[src/rtl/mem_request_ctrl.sv]
// Memory request controller: turns front-panel I/O requests into valid/ready word commands.
// Optional read-response timeout is enabled by defining MEM_TIMEOUT_EN.
module mem_request_ctrl #(
  parameter int unsigned         ADDR_W         = 25,
  parameter int unsigned         DATA_W         = 16,
  parameter logic [ADDR_W-1:0]   CLEAR_LAST     = '1,
  parameter int unsigned         TIMEOUT_CYCLES = 1024
) (
  input  logic              clk,
  input  logic              rst_n,
  input  logic              io_done,
  input  logic [1:0]        mode,
  input  logic [ADDR_W-1:0] mem_addr,
  input  logic [DATA_W-1:0] io_data,
  output logic              mem_done,
  output logic [DATA_W-1:0] mem_out,
  output logic              mem_err,
  output logic              cmd_valid,
  input  logic              cmd_ready,
  output logic              cmd_write,
  output logic [ADDR_W-1:0] cmd_addr,
  output logic [DATA_W-1:0] cmd_wdata,
  input  logic              rsp_valid,
  input  logic [DATA_W-1:0] rsp_rdata
);

  localparam logic [1:0] ModeClear = 2'b00;
  localparam logic [1:0] ModeRead  = 2'b01;
  localparam logic [1:0] ModeWrite = 2'b10;

  typedef enum logic [1:0] {
    IDLE     = 2'd0,
    ISSUE    = 2'd1,
    WAIT_RSP = 2'd2,
    CLEAR    = 2'd3
  } stateT;

  stateT             state;
  logic              ioDoneQ;
  logic [ADDR_W-1:0] clrCnt;
  logic              reqEdge;

  // A request is the rising edge of the I/O controller's done level.
  assign reqEdge = io_done & ~ioDoneQ;

`ifdef MEM_TIMEOUT_EN
  localparam int unsigned TMO_W = (TIMEOUT_CYCLES > 1) ? $clog2(TIMEOUT_CYCLES) : 1;
  localparam logic [TMO_W-1:0] TmoLast = TMO_W'(TIMEOUT_CYCLES - 1);
  localparam logic [DATA_W-1:0] TmoPattern = DATA_W'(16'hDEAD);

  logic [TMO_W-1:0] tmoCnt;
`else
  assign mem_err = 1'b0;
`endif

  // Request FSM; every output is a register updated here.
  always_ff @(posedge clk or negedge rst_n) begin
    if (!rst_n) begin
      state     <= IDLE;
      ioDoneQ   <= 1'b0;
      clrCnt    <= '0;
      mem_done  <= 1'b1;
      mem_out   <= '0;
      cmd_valid <= 1'b0;
      cmd_write <= 1'b0;
      cmd_addr  <= '0;
      cmd_wdata <= '0;
`ifdef MEM_TIMEOUT_EN
      mem_err   <= 1'b0;
      tmoCnt    <= '0;
`endif
    end else begin
      ioDoneQ <= io_done;
      unique case (state)
        IDLE: begin
          if (reqEdge) begin
            unique case (mode)
              ModeWrite, ModeRead: begin
                state     <= ISSUE;
                mem_done  <= 1'b0;
                cmd_valid <= 1'b1;
                cmd_write <= (mode == ModeWrite);
                cmd_addr  <= mem_addr;
                cmd_wdata <= io_data;
              end
              ModeClear: begin
                state     <= CLEAR;
                mem_done  <= 1'b0;
                clrCnt    <= '0;
                cmd_valid <= 1'b1;
                cmd_write <= 1'b1;
                cmd_addr  <= '0;
                cmd_wdata <= '0;
              end
              default: ;
            endcase
          end
        end

        ISSUE: begin
          if (cmd_ready) begin
            cmd_valid <= 1'b0;
            if (cmd_write) begin
              // Writes are posted: no response is awaited.
              state    <= IDLE;
              mem_done <= 1'b1;
            end else begin
              state <= WAIT_RSP;
`ifdef MEM_TIMEOUT_EN
              tmoCnt <= '0;
`endif
            end
          end
        end

        WAIT_RSP: begin
          if (rsp_valid) begin
            state    <= IDLE;
            mem_done <= 1'b1;
            mem_out  <= rsp_rdata;
          end
`ifdef MEM_TIMEOUT_EN
          else if (tmoCnt == TmoLast) begin
            state    <= IDLE;
            mem_done <= 1'b1;
            mem_out  <= TmoPattern;
            mem_err  <= 1'b1;
          end else begin
            tmoCnt <= tmoCnt + TMO_W'(1);
          end
`endif
        end

        CLEAR: begin
          if (cmd_ready) begin
            // Sweep stops on the last address; the counter never wraps.
            if (clrCnt == CLEAR_LAST) begin
              state     <= IDLE;
              mem_done  <= 1'b1;
              cmd_valid <= 1'b0;
            end else begin
              clrCnt   <= clrCnt + ADDR_W'(1);
              cmd_addr <= clrCnt + ADDR_W'(1);
            end
          end
        end

        default: state <= IDLE;
      endcase
    end
  end

endmodule
[config.mk]
export PLATFORM = sky130hd
export DESIGN_NAME = mem_request_ctrl
export DESIGN_NICKNAME = d
export VERILOG_FILES = /design/src/rtl/mem_request_ctrl.sv
export SDC_FILE = /design/constraint.sdc
export NUM_CORES = 1
export LEC_CHECK = 0
export ABC_AREA = 1
export BUFFER_PORTS_ARGS = -buffer_cell sky130_fd_sc_hd__clkbuf_2
export CAP_MARGIN = 30
export CORE_ASPECT_RATIO = 1.4
export CORE_UTILIZATION = 40
export DETAILED_ROUTE_END_ITERATION = 16
export PLACE_DENSITY = 0.73
export SYNTH_ARGS = -nofsm -noshare
export SYNTH_HDL_FRONTEND = slang
export SYNTH_SLANG_ARGS = --single-unit
[constraint.sdc]
create_clock -name clk -period 2.05 [get_ports clk]
set_input_delay 0.1025 -clock clk [delete_from_list [all_inputs] [get_ports clk]]
set_output_delay 0.1025 -clock clk [all_outputs]
set_load 0.05 [all_outputs]
## Yosys cells after proc, flatten, opt, wreduce, memory -nomap -nowiden

Cells that the tools add are included.
W data, S select, Z words.

- Input port bits: 64
- Flip-flop bits (word level): 88
- Word-level logic and storage cells: 74
- Output and inout port bits: 61

- Reduce and logical (&&, ||, !) cells: 14
- Bitwise gates (word level): 2
- Equal/unequal tests: 16
- $add $sub $neg: 1
- Mux-type cells: 32

Operators by type and width:

| kind | number |
|---|---|
| $pmux W25 S2 | 3 |
| $mux W25 | 5 |
| $pmux W16 S2 | 1 |
| $add A25 B1 Y25 const B | 1 |
| $eq A25 B25 Y1 const B | 1 |
| $ne A2 B2 Y1 const B | 8 |
| $mux W1 | 12 |
| $mux W2 | 6 |
| $reduce_and A6 Y1 | 2 |
| $reduce_and A5 Y1 | 2 |
| $pmux W2 S4 | 1 |
| $reduce_and A7 Y1 | 1 |
| $eq A2 B2 Y1 const B | 3 |
| $eq A2 B1 Y1 const B | 2 |
| $logic_not A2 Y1 | 2 |
| $pmux W1 S4 | 1 |
| $pmux W2 S2 | 1 |
| $reduce_bool A2 Y1 | 2 |
| $ne A3 B1 Y1 const B | 1 |
| $pmux W1 S3 | 1 |
| $reduce_and A3 Y1 | 1 |
| $reduce_bool A3 Y1 | 1 |
| $reduce_or A3 Y1 | 1 |
| $ne A2 B1 Y1 const B | 1 |
| other kinds (5) | 5 |

## Depth between registers and ports, before layout

Gate-level depths: netlist (run 1).

- Depth in word-level cells: 5
- Depth in mapped cells: 12
- Gate-level depth less buffers: 12

## Worst setup path after synthesis (run 1)

OpenSTA, ideal clock, no wires.

- Path kind: flip-flop to flip-flop
- Start point: register state[0]
- End point: register mem_out[0]
- Setup slack: 0.361 ns
- Setup time: 0.125 ns
- Cell stages (with the launch flop): 6
- Data arrival time: 1.564 ns
- Path through: dfrtp_1 inv_1 ha_1 nand2_1 clkbuf_1 mux2_2

- Longest elaborated chain between the ends: 2

RTL lines:

| what | RTL line | source |
|---|---|---|
| from (decl) | 38 | `stateT state;` |
| from (signal assigned) | 59 | `state <= IDLE;` |
| from (signal assigned) | 79 | `state <= ISSUE;` |
| from (signal assigned) | 87 | `state <= CLEAR;` |
| $eq A2 B2 Y1 | 74 | `unique case (state)` |
| $reduce_and A2 Y1 (no line) | -- |  |
| to (signal assigned) | 120 | `mem_out <= rsp_rdata;` |
| to (decl) | 16 | `output logic [DATA_W-1:0] mem_out,` |

No other way between the ends.
A chain may end at the register's enable or synchronous reset.

## Worst setup path after layout (run 1)

- Start point: register clrCnt[0]
- End point: register cmd_addr[1]

- Longest elaborated chain between the ends: 4

RTL lines:

| what | RTL line | source |
|---|---|---|
| from (decl) | 40 | `logic [ADDR_W-1:0] clrCnt;` |
| from (signal assigned) | 142 | `clrCnt <= clrCnt + ADDR_W'(1);` |
| $add A25 B1 Y25 | 143 | `cmd_addr <= clrCnt + ADDR_W'(1);` |
| $mux W25 | 137 | `if (clrCnt == CLEAR_LAST) begin` |
| $mux W25 | 135 | `if (cmd_ready) begin` |
| $pmux W25 S2 | 74 |  |
| to (signal assigned) | 83 | `cmd_addr <= mem_addr;` |
| to (signal assigned) | 143 |  |
| to (decl) | 21 | `output logic [ADDR_W-1:0] cmd_addr,` |

Parallel ways exist; a longest one is shown, timed or not. The select of a mux whose other input is x is not followed.

==> results of run 1 <==
==> worst register-to-register path: stages (launching register included) <==
cell     delay, ps
dfrtp_1        380
ha_1           240
nand2_2         80
nor2_4         140
nand2_4        110
nor2_8         160
nand3_2        120
nand3_4        140
buf_4          260
o21ai_0        120
==> metal layers <==
| metal | up-vias | GRT usage, % |
|---|---|---|
| met1 | 1902 | 25.1 |
| li1 | 2071 | - |
| met4 | 0 | 9.99 |
| met3 | 31 | 5.71 |
| met2 | 162 | 36.2 |
| met5 | - | 0 |
==> Yosys cell counts, types with 2 or more instances <==
library cell | count | area, sq um
nor3b_1 | 2 | 15.0
o21ai_1 | 12 | 60.1
buf_4 | 7 | 52.6
nor3_1 | 2 | 10.0
ha_1 | 10 | 125
buf_6 | 2 | 22.5
nand2_2 | 2 | 12.5
xnor2_1 | 3 | 26.3
nor2_1 | 26 | 97.6
mux2_2 | 16 | 180
o21ai_0 | 42 | 210
clkbuf_1 | 9 | 33.8
o21bai_1 | 7 | 52.6
a21oi_1 | 7 | 35.0
dfrtp_1 | 87 | 2180
inv_1 | 48 | 180
nand3_1 | 42 | 210
nand3_2 | 2 | 20.0
nor2_2 | 6 | 37.5
nand4_1 | 2 | 12.5
nand2_1 | 215 | 807
inv_2 | 2 | 7.51
==> timing repair <==
action	CTS	global route
gates resized for setup	0	3
hold buffers	24	0
buffers inserted	0	0
endpoints found under the hold margin	80	0
setup endpoints to repair	0	25
==> registers in the layout (all words and copies together), names as in the netlist <==
signal and cells:
mem_done 1, cmd_addr 25, ioDoneQ 1, cmd_wdata 16, state 2, cmd_write 1
clrCnt 25, cmd_valid 1, mem_out 16
==> how the worst min path moves through the flow <==
stage,from,depth (start not counted),to
final,io_data[3],3,cmd_wdata[3]
after global routing,io_data[3],3,cmd_wdata[3]
after CTS,io_data[14],3,cmd_wdata[14]
after detailed placement,rst_n,1,cmd_addr[21]
after global placement,rst_n,1,cmd_addr[21]
after floorplan,rst_n,0,clrCnt[0]
==> area by class of cell <==
class	instances	area share (%)
multi-input combinational	403	34.0
sequential	88	37.5
inverter	51	3.30
clock inverter	5	1.79
tap	141	3.00
clock buffer	11	3.96
timing repair buffer	157	16.5
==> cell usage in the layout (no fill, tap or decap), types with 8 or more instances in the layout <==
master         instances
buf_4                  8
clkbuf_16              9
clkbuf_2             122
dfrtp_1               87
dlygate4sd3_1         24
ha_1                  10
inv_1                 48
mux2_2                16
nand2_1              215
nand3_1               42
nor2_1                26
o21ai_0               42
o21ai_1               12
==> report_power, final <==
part / internal, mW / leakage (nW) / total, mW / switching, mW
clock: 1.19 / 0.156 / 1.85 / 0.660
sequential: 2.34 / 1.13 / 2.70 / 0.363
combinational: 1.18 / 1.77 / 4.73 / 3.55
total: 4.71 / 3.06 / 9.28 / 4.57
==> metrics by stage <==
step	total power, mW	std cells	utilization (%)	hold WS, ps	instance area [sq um]
3_5_place_dp	7.40	816	48.5	0.0560	5300
4_1_cts	9.33	856	53.8	2.10	5870
5_1_grt	9.84	856	53.8	12.3	5880
2_1_floorplan	6.29	561	-	-193	4500
3_3_place_gp	7.30	816	48.5	-6.94	5300
6_report	9.28	856	53.8	14.4	5880
==> kinds of logic (layout without fill, tap and decap cells) <==
| kind of cell | Yosys count | in the layout |
|---|---|---|
| xor gates and xnor gates | 3 | 3 |
| AOI/OAI and AO/OA | 69 | 69 |
| and+or+nand+nor | 304 | 304 |
| buffers and inverters | 70 | 224 |
| muxes | 16 | 16 |
| DFF | 88 | 88 |
| other | 1 | 1 |
| adders and majority gates | 10 | 10 |
==> impl_results.md, run 1 <==
* Largest delay share family, worst path: simple AND/OR/NAND/NOR gates
* Flop2flop setup slack at 190 ps
* CTS Buffer Depth at 2
* Crit path max-delay cell type: dfrtp_1
* Post-synth EDFFs at 0
* Achievable clock frequency at 538 MHz
* Leakage at 3.06 nW
* Core Box Area at 10,900 sq um
* Critical path buffer and inverter count at 1
* Max Slew Vio Count at 0
* Synth Warn # at 0
* Sink Count at 88
* PortBufs at 123
* CTS tree: yes
* GP Congestion at 0.978
* Max Cap Viol at 0
* RR Startpoint: clrCnt[0]
* Drt via density at 4.87
* Max Used Layer: met4
* Worst skew pair latency at 340 ps
* CP cell instances: ha_1 > nand2_2 > nor2_4 > nand2_4 > nor2_8 > nand3_2 > nand3_4 > buf_4 > o21ai_0
* Mux contribution to synthesized area at 4.00%
* RSZ-0062 raised after global routing: false
* Antenna Cells at 0
* Ys flop type: dfrtp_1
* Mapped cell area at 4500 sq um
* Met3 wire length at 802 um
* First-pass GRT wire length at 19.4 mm
* Fin Clk Skew at 5.28 ps
* Number of synthesized register bits at 88
* Pin count of the biggest net entering global routing at 51
* Post-Synthesis Cells at 561
* Required @ worst endpoint at 2270 ps
* Clock Root Buffer: clkbuf_16
* Pwr Density at 1580 nW/um^2
* Critical path origin: clrCnt[0]
* DR WL/cell at 13.6 um
* Row count at 45
* Worst VDD drop at 1050 uV
* Routed wire length at 11.7 mm
* Number of global-route vias before repair at 4,132
* Wl on met1 at 4.85 mm
* H-tree lvl count at 3
* Mean post-synth cell area at 8.02 sq um
* Result of the run: complete, no violations
* Pre-CTS setup slack at 153 ps
* Synth unique cells at 32
* Final hold viol count at 0
* CTS Buf Count at 9
* Final worst setup slack at 192 ps
* Area growth, synth to finish at 30.6%
* Initial antenna violation count at 0
* Type of the worst setup path: register to register
* Register area at 2200 sq um
* Post-Synth Adder-Cell Area at 2.78%
* Post-DRT Antenna Nets at 0
* FF-to-FF path depth at 9
* Multi-input combinational cell area at 2000 sq um
* Max stage delay on crit path at 380 ps
* Post-synthesis simple-gate area fraction at 28.7%
* Share of cells above drive strength 1 at 25.5%
* HPWL Detailed at 8.33 mm
* Syn_nets at 635
* Post-synth ARST share at 100%
* Largest family of logic cells by synthesized area: simple AND/OR/NAND/NOR gates
* Period Utilization, post-route at 90.6%
* Hold Path Class: input port to register
* Seq/Total Area, Yosys at 48.9%
* Met2 Wirelength at 5.61 mm
* Reg2reg end: cmd_addr[1]
* Residual DRC at 0
* I/O pins at 125
* Initial Utilization at 41.2%
* TritonRoute pass-1 iters at 4
* Setup TNS at 0 ps
* Worst setup EP type: register
* Final setup fails at 0
* Fin crit period at 1860 ps
* Nets@finish at 784
* Fill cells at 1,028
* GR Util All Layers at 21.4%
* DRT iter0 DRCs at 217
* Clock slew at reported path FFs at 60 ps
* Instance count on the critical path at 9
* Die area at 11,700 sq um
* Startpoint Class: register
* Worst Setup EP: cmd_addr[1]
* CP arrival at 2080 ps
* Die width at 91.7 um
* Die Height at 128 um
* Compound-Gate Fraction of Synth Area at 8.12%
* Via Count at 4,166
* XOR/XNOR Fraction of Synth Area at 0.584%
* Global route total overflow at 0
* Worst Path Max Fanout at 20
(Power assumes the default switching activity.)
==> run 2, diff against run 1 <==
--- a/config.mk
+++ b/config.mk
@@ -8,10 +8,13 @@
 export ABC_AREA = 1
 export BUFFER_PORTS_ARGS = -buffer_cell sky130_fd_sc_hd__clkbuf_2
 export CAP_MARGIN = 30
+export CELL_PAD_IN_SITES_DETAIL_PLACEMENT = 1
+export CELL_PAD_IN_SITES_GLOBAL_PLACEMENT = 1
 export CORE_ASPECT_RATIO = 1.4
-export CORE_UTILIZATION = 40
+export CORE_UTILIZATION = 38
 export DETAILED_ROUTE_END_ITERATION = 16
-export PLACE_DENSITY = 0.73
+export MAX_ROUTING_LAYER = met4
+export PLACE_DENSITY = 0.89
 export SYNTH_ARGS = -nofsm -noshare
 export SYNTH_HDL_FRONTEND = slang
 export SYNTH_SLANG_ARGS = --single-unit
==> run 2 against run 1 <==
Against the previous run: clock power shrank 11%; wire length up 29%; hold slack lost 12 ps; setup slack worse by 52 ps; sequential share of layout area is 0.056 points lower; utilization down 2.4 points; final cell count is 0.93% higher; via count grew 5.8%; die area grew 5.2%; critical endpoint is now state[1]; largest cell class unchanged; register-to-register slack got worse by 50 ps; power is 0.95% higher; first-iteration DRC count up 13%.
==> impl_results.md, run 2 (synthesized netlist as in run 1, its figures left out) <==
* Total Power at 9.37 mW (was 9.28 mW)
* Share of cells above drive strength 1 at 25.7% (was 25.5%)
* Global route total overflow at 0 (unchanged)
* Fin Clk Skew at 8.88 ps (was 5.28 ps)
* Clock slew at reported path FFs at 70 ps (was 60 ps)
* Result of the run: complete, no violations (unchanged)
* Final worst setup slack at 140 ps (was 192 ps)
* Number of global-route vias before repair at 4,826 (was 4,132)
* Setup TNS at 0 ps (unchanged)
* Die Height at 131 um (was 128 um)
* Antenna Cells at 0 (unchanged)
* GP Congestion at 0.927 (was 0.978)
* Pin count of the biggest net entering global routing at 51 (unchanged)
* Initial antenna violation count at 0 (unchanged)
* TritonRoute pass-1 iters at 6 (was 4)
* Psw at 4.91 mW (was 4.57 mW)
* Flop2flop setup slack at 140 ps (was 190 ps)
* GR Util All Layers at 26.9% (was 21.4%)
* DRT iter0 DRCs at 245 (was 217)
* CTS tree: yes (unchanged)
* Worst Hold End: cmd_wdata[4] (was cmd_wdata[3])
* First-pass GRT wire length at 24.1 mm (was 19.4 mm)
* Drt via density at 5.10 (was 4.87)
* Max Slew Vio Count at 0 (unchanged)
* Worst skew pair latency at 350 ps (was 340 ps)
* Fin crit period at 1910 ps (was 1860 ps)
* Worst Path Max Fanout at 4 (was 20)
* CP arrival at 2140 ps (was 2080 ps)
* Clock Root Buffer: clkbuf_16 (unchanged)
* Fill cells at 1,414 (was 1,028)
* Startpoint Class: register (unchanged)
* Nets@finish at 789 (was 784)
* Switch share at 52.3% (was 49.3%)
* PortBufs at 123 (unchanged)
* Die width at 94.0 um (was 91.7 um)
* RR Startpoint: state[0] (was clrCnt[0])
* Row count at 46 (was 45)
* Leakage at 3.07 nW (was 3.06 nW)
* Residual DRC at 0 (unchanged)
* Worst setup EP type: register (unchanged)
* Post-DRT Antenna Nets at 0 (unchanged)
* Reg power frac at 29.0% (was 29.1%)
* Pre-CTS setup slack at 142 ps (was 153 ps)
* Final hold viol count at 0 (unchanged)
* RSZ-0062 raised after global routing: false (unchanged)
* CTS Buffer Depth at 2 (unchanged)
* Gate power share at 53.5% (was 50.9%)
* Sink Count at 88 (unchanged)
* DR WL/cell at 17.5 um (was 13.6 um)
* H-tree lvl count at 3 (unchanged)
* FF-to-FF path depth at 9 (unchanged)
* CTS Buf Count at 9 (unchanged)
* Hold Path Class: input port to register (unchanged)
* Core Util, Final at 51.4% (was 53.8%)
* HPWL Detailed at 10.2 mm (was 8.33 mm)
* Slew headroom at 63.2%
* Initial Utilization at 39.3% (was 41.2%)
* Internal power component at 4.47 mW (was 4.71 mW)
* Via Count at 4,409 (was 4,166)
* Routed wire length at 15.1 mm (was 11.7 mm)
* Type of the worst setup path: register to register (unchanged)
* Hold_sp: io_data[4] (was io_data[3])
* Final setup fails at 0 (unchanged)
* Worst VDD drop at 1090 uV (was 1050 uV)
* Most frequent cells in the layout: nand2_1, clkbuf_2, dfrtp_1 (unchanged)
* Worst-Margin Slew at 551 ps
* Core Box Area at 11,500 sq um (was 10,900 sq um)
* Biggest regs: clrCnt x25, cmd_addr x25 (unchanged)
* Period Utilization, post-route at 93.2% (was 90.6%)
* Most common cell after layout, fill and taps aside: nand2_1 (unchanged)
* Max Cap Viol at 0 (unchanged)
* Reg2reg end: state[1] (was cmd_addr[1])
* Area growth, synth to finish at 30.8% (was 30.6%)
* Die area at 12,300 sq um (was 11,700 sq um)
* Hold Path Stages at 3 (unchanged)
* Achievable clock frequency at 524 MHz (was 538 MHz)
* I/O pins at 125 (unchanged)
* Clock power share at 17.5% (was 19.9%)
* Pwr Density at 1590 nW/um^2 (was 1580 nW/um^2)
* Required @ worst endpoint at 2280 ps (was 2270 ps)
-- run 2: per-layer routing --
layer | vias up | global-route usage, % | wire length (um)
li1 | 2082 | - | -
met5 | - | - | 0
met4 | 0 | 10.1 | 444
met3 | 29 | 5.61 | 754
met2 | 147 | 48.4 | 7940
met1 | 2151 | 28.9 | 5950
-- run 2: power by group through the flow --
stage               Combinational [mW]  Clock [mW]  Sequential (mW)
global placement                  4.75           0             2.67
CTS                               4.99        1.65             2.69
floorplan                         1.72           0             4.57
global route                      5.34        1.72             2.78
finish                            5.01        1.64             2.72
detailed placement                4.92           0             2.70
-- run 2: worst max-delay path by stage --
stage | startpoint | end | slack, ps
after detailed placement | state[0] | state[1] | 140
after global routing | state[0] | cmd_addr[10] | 8
after global placement | state[0] | cmd_addr[1] | 300
after CTS | state[0] | state[1] | 130
final | state[0] | state[1] | 140
after floorplan | state[0] | mem_out[0] | 360
-- run 2: worst max-delay path: stages, from the launching register on --
cell	delay, ps
dfrtp_1	400
inv_1	120
ha_1	240
buf_4	150
nand2_1	180
o21ai_1	150
nor3b_1	190
nand2_1	140
nor2_1	150
a21oi_1	70
-- run 2: timing repair --
action	CTS	global route
hold buffers	27	0
buffers inserted	0	0
endpoints found under the hold margin	65	0
resized for setup	0	1
endpoints found under the setup margin	0	1
-- run 2: area by class of cell --
type	count	area, sq um	area share [%]
Multi-Input combinational cell	403	1990	33.8
Sequential cell	88	2200	37.4
Timing Repair Buffer	162	1030	17.5
Tap cell	144	180	3.06
Inverter	51	191	3.25
Clock buffer	10	239	4.06
Clock inverter	6	53.8	0.914
-- run 2: through the flow --
| step | instance area [sq um] | hold slack [ps] | std cells |
|---|---|---|---|
| after floorplan | 4500 | -193 | 561 |
| after global placement | 5330 | 117 | 821 |
| after detailed placement | 5330 | 121 | 821 |
| after CTS | 5890 | 1.84 | 864 |
| after global routing | 5890 | 23.6 | 864 |
| final | 5890 | 2.16 | 864 |
